`config.mk`:
```
export PLATFORM = sky130hd
export DESIGN_NAME = seg7_scan_decoder
export DESIGN_NICKNAME = d
export VERILOG_FILES = /design/src/rtl/seg7_pkg.sv /design/src/rtl/seg7_pattern_decode.sv /design/src/rtl/seg7_scan_decoder.sv
export SDC_FILE = /design/constraint.sdc
export NUM_CORES = 1
export LEC_CHECK = 0
export CORE_ASPECT_RATIO = 1.1
export CORE_MARGIN = 1
export CORE_UTILIZATION = 59
export DETAILED_ROUTE_END_ITERATION = 16
export PLACE_DENSITY = 0.92
export SLEW_MARGIN = 10
export SYNTH_ARGS = -nofsm -noshare
export SYNTH_HDL_FRONTEND = slang
export SYNTH_SLANG_ARGS = --single-unit
```
`constraint.sdc`:
```
create_clock -name clk -period 5.85 [get_ports clk]
set_input_delay 1.4625 -clock clk [delete_from_list [all_inputs] [get_ports clk]]
set_output_delay 1.4625 -clock clk [all_outputs]
set_load 0.02 [all_outputs]
```
`src/rtl/seg7_pkg.sv`:
```
`default_nettype none
// ============================================================================
//  Module      : seg7_pkg
//  Description : Shared 7-segment pattern/code constants and FSM state types
//  Revision    : 1.0 - initial release
// ============================================================================
package seg7_pkg;

    // Active-low patterns, bit0 = a ... bit6 = g
    localparam logic [6:0] SEG_0    = 7'b1000000;
    localparam logic [6:0] SEG_1    = 7'b1111001;
    localparam logic [6:0] SEG_2    = 7'b0100100;
    localparam logic [6:0] SEG_3    = 7'b0110000;
    localparam logic [6:0] SEG_4    = 7'b0011001;
    localparam logic [6:0] SEG_5    = 7'b0010010;
    localparam logic [6:0] SEG_6    = 7'b0000010;
    localparam logic [6:0] SEG_7    = 7'b1111000;
    localparam logic [6:0] SEG_8    = 7'b0000000;
    localparam logic [6:0] SEG_9    = 7'b0010000;
    localparam logic [6:0] SEG_DASH = 7'b0111111;

    localparam logic [3:0] CODE_DASH = 4'd10;
    localparam logic [3:0] CODE_INV  = 4'd15;

    typedef enum logic [1:0] {
        IDLE    = 2'd0,
        SETTLE  = 2'd1,
        CAPTURE = 2'd2,
        HOLD    = 2'd3
    } cap_state_t;

    typedef enum logic [1:0] {
        ACC_IDLE = 2'd0,
        ACC_RUN  = 2'd1,
        ACC_DONE = 2'd2
    } acc_state_t;

endpackage : seg7_pkg
`default_nettype wire

```
`src/rtl/seg7_pattern_decode.sv`:
```
`default_nettype none
// ============================================================================
//  Module      : seg7_pattern_decode
//  Description : Active-low 7-segment pattern to 4-bit digit code (0-9, dash, invalid)
//  Revision    : 1.0 - initial release
// ============================================================================
module seg7_pattern_decode (
    input  logic [6:0] i_seg,
    output logic [3:0] o_code
);
    import seg7_pkg::*;

    always_comb begin
        case (i_seg)
            SEG_0:    o_code = 4'd0;
            SEG_1:    o_code = 4'd1;
            SEG_2:    o_code = 4'd2;
            SEG_3:    o_code = 4'd3;
            SEG_4:    o_code = 4'd4;
            SEG_5:    o_code = 4'd5;
            SEG_6:    o_code = 4'd6;
            SEG_7:    o_code = 4'd7;
            SEG_8:    o_code = 4'd8;
            SEG_9:    o_code = 4'd9;
            SEG_DASH: o_code = CODE_DASH;
            default:  o_code = CODE_INV;
        endcase
    end

endmodule : seg7_pattern_decode
`default_nettype wire

```
`src/rtl/seg7_scan_decoder.sv`:
```
`default_nettype none
// ============================================================================
//  Module      : seg7_scan_decoder
//  Description : Monitors a multiplexed active-low 7-seg bus, captures settled
//                digits per anode and converts each full frame to a binary value
//  Revision    : 1.0 - initial release
// ============================================================================
module seg7_scan_decoder #(
    parameter int NUM_DIGITS = 4,
    parameter int SETTLE     = 4,
    parameter int VALUE_W    = 14
) (
    input  logic                    clk,
    input  logic                    reset,
    input  logic [6:0]              seg,
    input  logic [NUM_DIGITS-1:0]   an,
    output logic [4*NUM_DIGITS-1:0] digits,
    output logic [VALUE_W-1:0]      value,
    output logic                    frame_valid,
    output logic                    frame_err
);
    import seg7_pkg::*;

    localparam int               CNT_W    = $clog2(SETTLE + 1);
    localparam int               IDX_W    = (NUM_DIGITS > 1) ? $clog2(NUM_DIGITS) : 1;
    localparam logic [CNT_W-1:0] SETTLE_C = CNT_W'(SETTLE);
    localparam logic [IDX_W-1:0] LAST_IDX = IDX_W'(NUM_DIGITS - 1);

    // Capture side
    cap_state_t                  cap_state_q, cap_state_d;
    logic [CNT_W-1:0]            cnt_q, cnt_d;
    logic [NUM_DIGITS+6:0]       prev_q, prev_d;
    logic [NUM_DIGITS-1:0]       an_cap_q, an_cap_d;
    logic [IDX_W-1:0]            pos_q, pos_d;
    logic [3:0]                  code_q, code_d;
    logic [4*NUM_DIGITS-1:0]     live_q, live_d;
    logic [NUM_DIGITS-1:0]       mask_q, mask_d;

    // Accumulator side
    acc_state_t                  acc_state_q, acc_state_d;
    logic [IDX_W-1:0]            idx_q, idx_d;
    logic [VALUE_W-1:0]          acc_q, acc_d;
    logic                        err_q, err_d;
    logic [4*NUM_DIGITS-1:0]     shadow_q, shadow_d;
    logic                        pend_q, pend_d;
    logic [4*NUM_DIGITS-1:0]     pend_snap_q, pend_snap_d;
    logic [4*NUM_DIGITS-1:0]     digits_q, digits_d;
    logic [VALUE_W-1:0]          value_q, value_d;
    logic                        frame_valid_q, frame_valid_d;
    logic                        frame_err_q, frame_err_d;

    logic [3:0]                  w_code;
    logic                        w_pos_ok;
    logic [IDX_W-1:0]            w_pos_idx;
    logic                        w_changed;
    logic [CNT_W-1:0]            w_cnt_inc;
    logic [NUM_DIGITS-1:0]       w_cap_bit;
    logic                        w_mask_full;
    logic [3:0]                  w_cur;
    logic [VALUE_W-1:0]          w_acc_step;
    logic                        w_err_step;

    seg7_pattern_decode u_decode (
        .i_seg  (seg),
        .o_code (w_code)
    );

    // A position is selected only when exactly one anode is driven low
    assign w_pos_ok = $onehot(~an);

    always_comb begin
        w_pos_idx = '0;
        for (int i = 0; i < NUM_DIGITS; i++) begin
            if (!an[i]) w_pos_idx = IDX_W'(i);
        end
    end

    always_comb begin
        cap_state_d = cap_state_q;
        cnt_d       = cnt_q;
        an_cap_d    = an_cap_q;
        pos_d       = pos_q;
        code_d      = code_q;
        live_d      = live_q;
        w_cap_bit   = '0;
        prev_d      = {seg, an};
        w_changed   = ({seg, an} != prev_q);
        w_cnt_inc   = w_changed ? CNT_W'(1) : cnt_q + CNT_W'(1);

        case (cap_state_q)
            IDLE, HOLD: begin
                // HOLD ignores seg entirely; only a new anode value re-arms capture
                if ((cap_state_q == IDLE) || (an != an_cap_q)) begin
                    if (w_pos_ok) begin
                        cnt_d       = CNT_W'(1);
                        an_cap_d    = an;
                        pos_d       = w_pos_idx;
                        code_d      = w_code;
                        cap_state_d = (CNT_W'(1) >= SETTLE_C) ? CAPTURE : seg7_pkg::SETTLE;
                    end else begin
                        cnt_d       = '0;
                        cap_state_d = IDLE;
                    end
                end
            end
            seg7_pkg::SETTLE: begin
                if (!w_pos_ok) begin
                    cnt_d       = '0;
                    cap_state_d = IDLE;
                end else begin
                    cnt_d    = w_cnt_inc;
                    an_cap_d = an;
                    pos_d    = w_pos_idx;
                    code_d   = w_code;
                    if (w_cnt_inc >= SETTLE_C) cap_state_d = CAPTURE;
                end
            end
            CAPTURE: begin
                for (int i = 0; i < NUM_DIGITS; i++) begin
                    if (pos_q == IDX_W'(i)) begin
                        live_d[4*i +: 4] = code_q;
                        w_cap_bit[i]     = 1'b1;
                    end
                end
                cap_state_d = HOLD;
            end
            default: cap_state_d = IDLE;
        endcase
    end

    assign w_mask_full = &mask_q;
    assign mask_d      = (w_mask_full ? '0 : mask_q) | w_cap_bit;

    always_comb begin
        w_cur = '0;
        for (int i = 0; i < NUM_DIGITS; i++) begin
            if (idx_q == IDX_W'(i)) w_cur = shadow_q[4*i +: 4];
        end
        w_acc_step = (acc_q << 3) + (acc_q << 1) + VALUE_W'(w_cur);
        w_err_step = err_q | (w_cur >= CODE_DASH);

        acc_state_d   = acc_state_q;
        idx_d         = idx_q;
        acc_d         = acc_q;
        err_d         = err_q;
        shadow_d      = shadow_q;
        pend_d        = pend_q;
        pend_snap_d   = pend_snap_q;
        digits_d      = digits_q;
        value_d       = value_q;
        frame_valid_d = 1'b0;
        frame_err_d   = 1'b0;

        case (acc_state_q)
            ACC_IDLE: begin
                if (w_mask_full) begin
                    acc_state_d = ACC_RUN;
                    shadow_d    = live_q;
                    idx_d       = LAST_IDX;
                    acc_d       = '0;
                    err_d       = 1'b0;
                end
            end
            ACC_RUN: begin
                acc_d = w_acc_step;
                err_d = w_err_step;
                if (idx_q == '0) begin
                    acc_state_d   = ACC_DONE;
                    frame_valid_d = 1'b1;
                    digits_d      = shadow_q;
                    if (w_err_step) frame_err_d = 1'b1;
                    else            value_d     = w_acc_step;
                end else begin
                    idx_d = idx_q - IDX_W'(1);
                end
                if (w_mask_full) begin
                    pend_d      = 1'b1;
                    pend_snap_d = live_q;
                end
            end
            ACC_DONE: begin
                acc_state_d = ACC_IDLE;
                // Pending frame goes first; a frame completing now becomes the new pending one
                if (pend_q || w_mask_full) begin
                    acc_state_d = ACC_RUN;
                    shadow_d    = pend_q ? pend_snap_q : live_q;
                    idx_d       = LAST_IDX;
                    acc_d       = '0;
                    err_d       = 1'b0;
                    pend_d      = pend_q & w_mask_full;
                    if (pend_q && w_mask_full) pend_snap_d = live_q;
                end
            end
            default: acc_state_d = ACC_IDLE;
        endcase
    end

    always_ff @(posedge clk or posedge reset) begin
        if (reset) begin
            cap_state_q   <= IDLE;
            cnt_q         <= '0;
            prev_q        <= '0;
            an_cap_q      <= '0;
            pos_q         <= '0;
            code_q        <= '0;
            live_q        <= '0;
            mask_q        <= '0;
            acc_state_q   <= ACC_IDLE;
            idx_q         <= '0;
            acc_q         <= '0;
            err_q         <= 1'b0;
            shadow_q      <= '0;
            pend_q        <= 1'b0;
            pend_snap_q   <= '0;
            digits_q      <= '0;
            value_q       <= '0;
            frame_valid_q <= 1'b0;
            frame_err_q   <= 1'b0;
        end else begin
            cap_state_q   <= cap_state_d;
            cnt_q         <= cnt_d;
            prev_q        <= prev_d;
            an_cap_q      <= an_cap_d;
            pos_q         <= pos_d;
            code_q        <= code_d;
            live_q        <= live_d;
            mask_q        <= mask_d;
            acc_state_q   <= acc_state_d;
            idx_q         <= idx_d;
            acc_q         <= acc_d;
            err_q         <= err_d;
            shadow_q      <= shadow_d;
            pend_q        <= pend_d;
            pend_snap_q   <= pend_snap_d;
            digits_q      <= digits_d;
            value_q       <= value_d;
            frame_valid_q <= frame_valid_d;
            frame_err_q   <= frame_err_d;
        end
    end

    assign digits      = digits_q;
    assign value       = value_q;
    assign frame_valid = frame_valid_q;
    assign frame_err   = frame_err_q;

endmodule : seg7_scan_decoder
`default_nettype wire
```
# --- After elaboration in Yosys (flattened, before gate mapping) ---
# Index checks and enable logic that the tools add are counted.
word_totals:
  output_inout_bits: 32
  reg_bits: 129
  word_cells: 158
op_classes:
  bitwise_logic: 5
  n_reduce_logical: 28
  n_mux: 62
  eq_ne: 32
  n_lt_le_gt_ge: 2
  addsub: 7
ops:
  columns: ["operator", "count"]
  rows:
  - ["$mux 16", 5]
  - ["$pmux 16 s2", 2]
  - ["$pmux 4 s11", 1]
  - ["$mux 4", 10]
  - ["$pmux 13 s3", 1]
  - ["$mux 13", 2]
  - ["$mux 2", 12]
  - ["$eq 7x5->1 const B", 3]
  - ["$eq 7x6->1 const B", 3]
  - ["$eq 7x7->1 const B", 3]
  - ["$pmux 2 s3", 3]
  - ["$mux 1", 17]
  - ["$pmux 4 s2", 2]
  - ["$reduce_and 2->1", 8]
  - ["$add 14x14->14", 1]
  - ["$add 14x4->14", 1]
  - ["$eq 2x2->1 const B", 7]
  - ["$ne 2x2->1 const B", 7]
  - ["$reduce_and 3->1", 4]
  - ["$reduce_and 4->1", 3]
  - ["$ne 11x11->1", 1]
  - ["$mux 3", 3]
  - ["$eq 2x1->1 const B", 4]
  - ["$logic_not 2->1", 4]
  - ["other kinds (25)", 29]

# --- Longest topological paths before layout ---
logic_depth:
  depth_word: 10
  mapped_depth: 14
  depth_no_buf: 14

# --- Hierarchy ---
# A second synthesis with hierarchy kept.
hier_totals:
  hier_cells: 587
  area_unflattened_um2: 6348.6
by_module_without_submodules:
  columns: ["module", "area_each_um2", "cells_per_inst", "instances"]
  rows:
  - ["seg7_scan_decoder", 6097.1, 550, 1]
  - ["seg7_pattern_decode", 251.5, 37, 1]

# --- Worst setup path before layout ---
# Ideal clock, no wire load.
synth_path:
  kind: "input -> register"
  from: "in an[0]"
  to: "reg cap_state_q[0]"
  path_stages: 9
  arrival_ns: 3.298
  required_ns: 5.725
  setup_time_ns: 0.125
  path_buffers: 0
  setup_slack_ns: 2.427
  cell_sequence: "fa_1 > inv_1 > ha_1 > ha_1 > nor2_1 > and2_1 > nand2_1 > o21bai_2 > mux2_4"
synth_via:
  elab_chain_len: 7
synth_rtl:
  columns: ["element", "line_no", "rtl"]
  rows:
  - ["from (decl)", "seg7_scan_decoder.sv:16", "input logic [NUM_DIGITS-1:0] an,"]
  - ["$not 4->4", "seg7_scan_decoder.sv:69", "assign w_pos_ok = $onehot(~an);"]
  - ["$add 1x1->2 (implied by the code)", "seg7_scan_decoder.sv:69", null]
  - ["$add 2x2->3 (implied by the code)", "seg7_scan_decoder.sv:69", null]
  - ["$eq 3x1->1", "seg7_scan_decoder.sv:69", null]
  - ["$mux 1", "seg7_scan_decoder.sv:94", "if (w_pos_ok) begin"]
  - ["$mux 2", "seg7_scan_decoder.sv:93", "if ((cap_state_q == IDLE) || (an != an_cap_q)) begin"]
  - ["$pmux 2 s3", "seg7_scan_decoder.sv:90", "case (cap_state_q)"]
  - ["to (signal assigned)", "seg7_scan_decoder.sv:220", "cap_state_q <= cap_state_d;"]
  - ["to (decl)", "seg7_scan_decoder.sv:30", "cap_state_t cap_state_q, cap_state_d;"]
# Several ways; a longest one is shown, not always the timed one. The select of a mux whose other input is x is not followed.
# A chain may end at the register's enable or synchronous reset.

# --- Worst setup path after layout ---
layout_path:
  from: "in an[0]"
  to: "reg code_q[0]"
layout_via:
  elab_chain_len: 7
layout_rtl:
  columns: ["element", "line_no", "rtl"]
  rows:
  - ["$not 4->4", "seg7_scan_decoder.sv:69", null]
  - ["$add 1x1->2 (implied by the code)", "seg7_scan_decoder.sv:69", null]
  - ["$add 2x2->3 (implied by the code)", "seg7_scan_decoder.sv:69", null]
  - ["$eq 3x1->1", "seg7_scan_decoder.sv:69", null]
  - ["$mux 4 (2 in series)", null, null]
  - ["$pmux 4 s2", null, null]
  - ["to (signal assigned)", "seg7_scan_decoder.sv:225", "code_q <= code_d;"]
  - ["to (decl)", "seg7_scan_decoder.sv:35", "logic [3:0] code_q, code_d;"]
# Several ways; a longest one is shown, not always the timed one. The select of a mux whose other input is x is not followed.

==> impl_metrics.csv <==
group,metric,value,unit
floorplan,die_w,101,µm
clocking,holdBufCountCts,0,
power_and_ir_drop,switching_share,0.222,
worst_setup_path,critPathRequiredTime,6.14,ns
worst_setup_path,cp-start-kind,"primary input",
timing,slew_headroom,0.245,
detailed_routing,finalWirelength,13600,µm
floorplan,core,10400,µm²
placement,dpl.hpwl,9170,µm
worst_setup_path,worstSetupPathType,"in2reg",
yosys,synth_xor_area_frac,0.0371,
global_routing,grt_max_degree,48,
placement,post-place-ws,1.27,ns
yosys,ys_types,62,
final_layout,finalNetCount,651,
power_and_ir_drop,p_seq_frac,0.439,
flow_run,maxCapViolCount,0,
yosys,synth_compound_area_frac,0.120,
floorplan,io_pins,45,
timing,rsz0062_at_grt,"false",
yosys,yosysWarnings,0,
yosys,synthAdderAreaFrac,0.0723,
worst_setup_path,crit_arrival,4.56,ns
yosys,syn_nets,608,
clocking,cts_tree,"yes",
power_and_ir_drop,p_int,1.74,mW
clocking,clk_pin_slew_worst_paths,0.05,ns
timing,finalSetupViolCount,0,
final_layout,drive_above_1_share,0.134,
timing,hold_violations,0,
yosys,synth_simple_gate_area_share,0.105,
worst_setup_path,path_max_fanout,11,
final_layout,postLayoutCellArea,7480,µm²
yosys,syn_area,6370,µm²
power_and_ir_drop,power_density,300,nW/µm²
power_and_ir_drop,combPwrFrac,0.070,
yosys,synth-main-ff-cell,"dfrtp_1",
yosys,synth_mux_area_frac,0.123,
power_and_ir_drop,p_sw,0.498,mW
floorplan,rows,39,
power_and_ir_drop,p_clk_frac,0.492,
final_layout,mostFrequentLayoutCells,"129 x dfrtp_1, 54 x nand2_1, 44 x clkdlybuf4s50_1",
final_layout,final_common_cell,"dfrtp_1",
timing,fmaxAchievable,234,MHz
placement,portBuffers,44,
timing,max_slew.worst_pin.slew,1.13,ns
yosys,avgSynthCellArea,11.4,µm²
clocking,cts_resized,0,
timing,fin_skew,0.0124,ns
clocking,postCtsSetupRepairBufs,0,
timing,period_minus_slack,4.27,ns
final_layout,multi_input_area,2920,µm²
timing,fin_ws,1.58,ns
final_layout,fillers,679,
clocking,clock-sinks,129,
yosys,seq_area_frac_synth,0.507,
floorplan,initial_utilization,0.610,
hold_path,hold_path_class,"reg2reg",
detailed_routing,ant_nets,0,
floorplan,dieArea,11200,µm²
global_routing,grt_pass1_wl,23000,µm
global_routing,grt_pass1_vias,4754,
detailed_routing,drt_first_pass_iters,4,
clocking,htree_levels,4,
worst_setup_path,end_kind,"flop",
global_routing,grt_usage,0.269,
power_and_ir_drop,peakVddDrop,0.194,mV
timing,worst_hold_slack,0.478,ns
detailed_routing,wl_per_cell,17.9,µm
placement,placed_cell_area,6870,µm²
detailed_routing,dr.first_iter.drc_count,228,
detailed_routing,drc,0,
detailed_routing,vias,4558,
clocking,cts_buffers,17,
timing,totalNegativeSetupSlack,0,ns
final_layout,area_delta_synth_final,17.4,%
clocking,clk_latency,0.42,ns
global_routing,antenna_found_initial,0,
final_layout,regArea,3230,µm²
yosys,synth_top_family_by_area,"multiplexers",
clocking,cts_buffer_depth,2,
timing,slew_viol_final,0,
yosys,async_flop_share,1.00,
final_layout,antenna_cells,0,
power_and_ir_drop,p_leak,3.61,nW
yosys,ys_ff_latch,129,
yosys,synth_edf_count,0,
clocking,cts_root_buf,"clkbuf_16",
global_routing,grt.overflow.total,0,
placement,gp_congestion,0.897,
floorplan,die_y,111,µm
run_status,status,"completed",
detailed_routing,viasPerCell,6.03,
yosys,syn-instance-count,560,
timing,fin_crit_sh,0.729,
[critical path: stages]
cell and delay, ns:
clkdlybuf4s50_1 0.55, fa_1 0.60, inv_1 0.04, ha_1 0.17, ha_1 0.27, nor2_1 0.13
nand2_1 0.12, nor2_1 0.68, o21ai_1 0.27, o22a_1 0.27
[power by group through the flow]
stage	Clock [mW]	Combinational (mW)	Sequential [mW]
6_report	1.10	0.157	0.983
5_1_grt	1.15	0.174	0.989
4_1_cts	1.11	0.159	0.983
3_5_place_dp	0	0.157	0.999
3_3_place_gp	0	0.144	0.993
2_1_floorplan	0	0.122	0.979
[cell type report]
type | count | share of cell area
well taps | 143 | 0.0239
clock buffers | 23 | 0.0639
repair buffers | 47 | 0.0619
flip-flops and latches | 129 | 0.432
clock inverters | 6 | 0.0174
inverters | 22 | 0.0114
multi-input cells | 386 | 0.390
[Yosys cell counts, types with 3 or more instances]
library cell  count  area (µm²)
o22ai_1          11        68.8
o22a_1            3        26.3
mux2_2           34         383
dfrtp_1         129        3230
ha_1             32         400
nor2_1           35         131
buf_1             3        11.3
nor4_1            3        18.8
fa_1              3        60.1
a21oi_1          30         150
buf_2             8        40.0
nand2_1          54         203
o21ai_1          19        95.1
nor3_1            8        40.0
a21o_1            4        30.0
a31oi_1           6        37.5
mux2i_1          16         160
o31ai_1           3        22.5
nand3b_1          6        45.0
o21ai_0          11        55.1
a211oi_1          3        22.5
buf_6             4        45.0
nor3b_1           3        22.5
mux2_1           20         225
clkbuf_1          3        11.3
nand4_1           6        37.5
nor2b_1           4        25.0
xor2_1           17         149
xnor2_1          10        87.6
inv_1            21        78.8
buf_4             5        37.5
nand3_1           6        30.0
[stage by stage]
stage          power, mW  std cells  utilization
4_1_cts             2.25        756        0.716
3_3_place_gp        1.14        727        0.658
5_1_grt             2.32        756        0.716
3_5_place_dp        1.16        727        0.658
6_report            2.24        756        0.716
2_1_floorplan       1.10        560            -
[state kept, by name, summed over array words and instances (netlist names), 11 cells and up]
register     count
live_q          16
pend_snap_q     16
value           14
acc_q           13
prev_q          11
digits          16
shadow_q        16
[logic make-up (layout without fill, tap and decap cells)]
kind of cell,Yosys count,count (layout)
AND/OR/NAND/NOR,141,141
AO/OA/AOI/OAI,112,112
XOR/XNOR,27,27
adder cells (fa/ha/maj),35,35
buffers and inverters,45,98
flip-flops,129,129
multiplexers,71,71
[layer usage]
metal,GRT usage,vias to the layer above,part of all wire
li1,-,2080,-
met1,0.324,2265,0.41
met2,0.442,166,0.51
met3,0.0782,47,0.045
met4,0.124,0,0.036
met5,0,-,0
[path summary, 6_finish.rpt]
kind,from,endpoint,slack [ns],depth (start not counted)
worst max-delay path,an[0],code_q[0]$_DFFE_PP0P_,1.58,10
worst min-delay path,digits[15]$_DFFE_PP0P_,digits[15]$_DFFE_PP0P_,0.48,2
worst max register to register,idx_q[0]$_DFFE_PP0P_,acc_q[10]$_DFFE_PP0P_,2.18,12
worst min register to register,digits[15]$_DFFE_PP0P_,digits[15]$_DFFE_PP0P_,0.48,2
max in group asynchronous,reset,value[12]$_DFFE_PP0P_,3.45,3
min in group asynchronous,reset,pend_snap_q[2]$_DFFE_PP0P_,1.45,2
(Power assumes the default switching activity.)
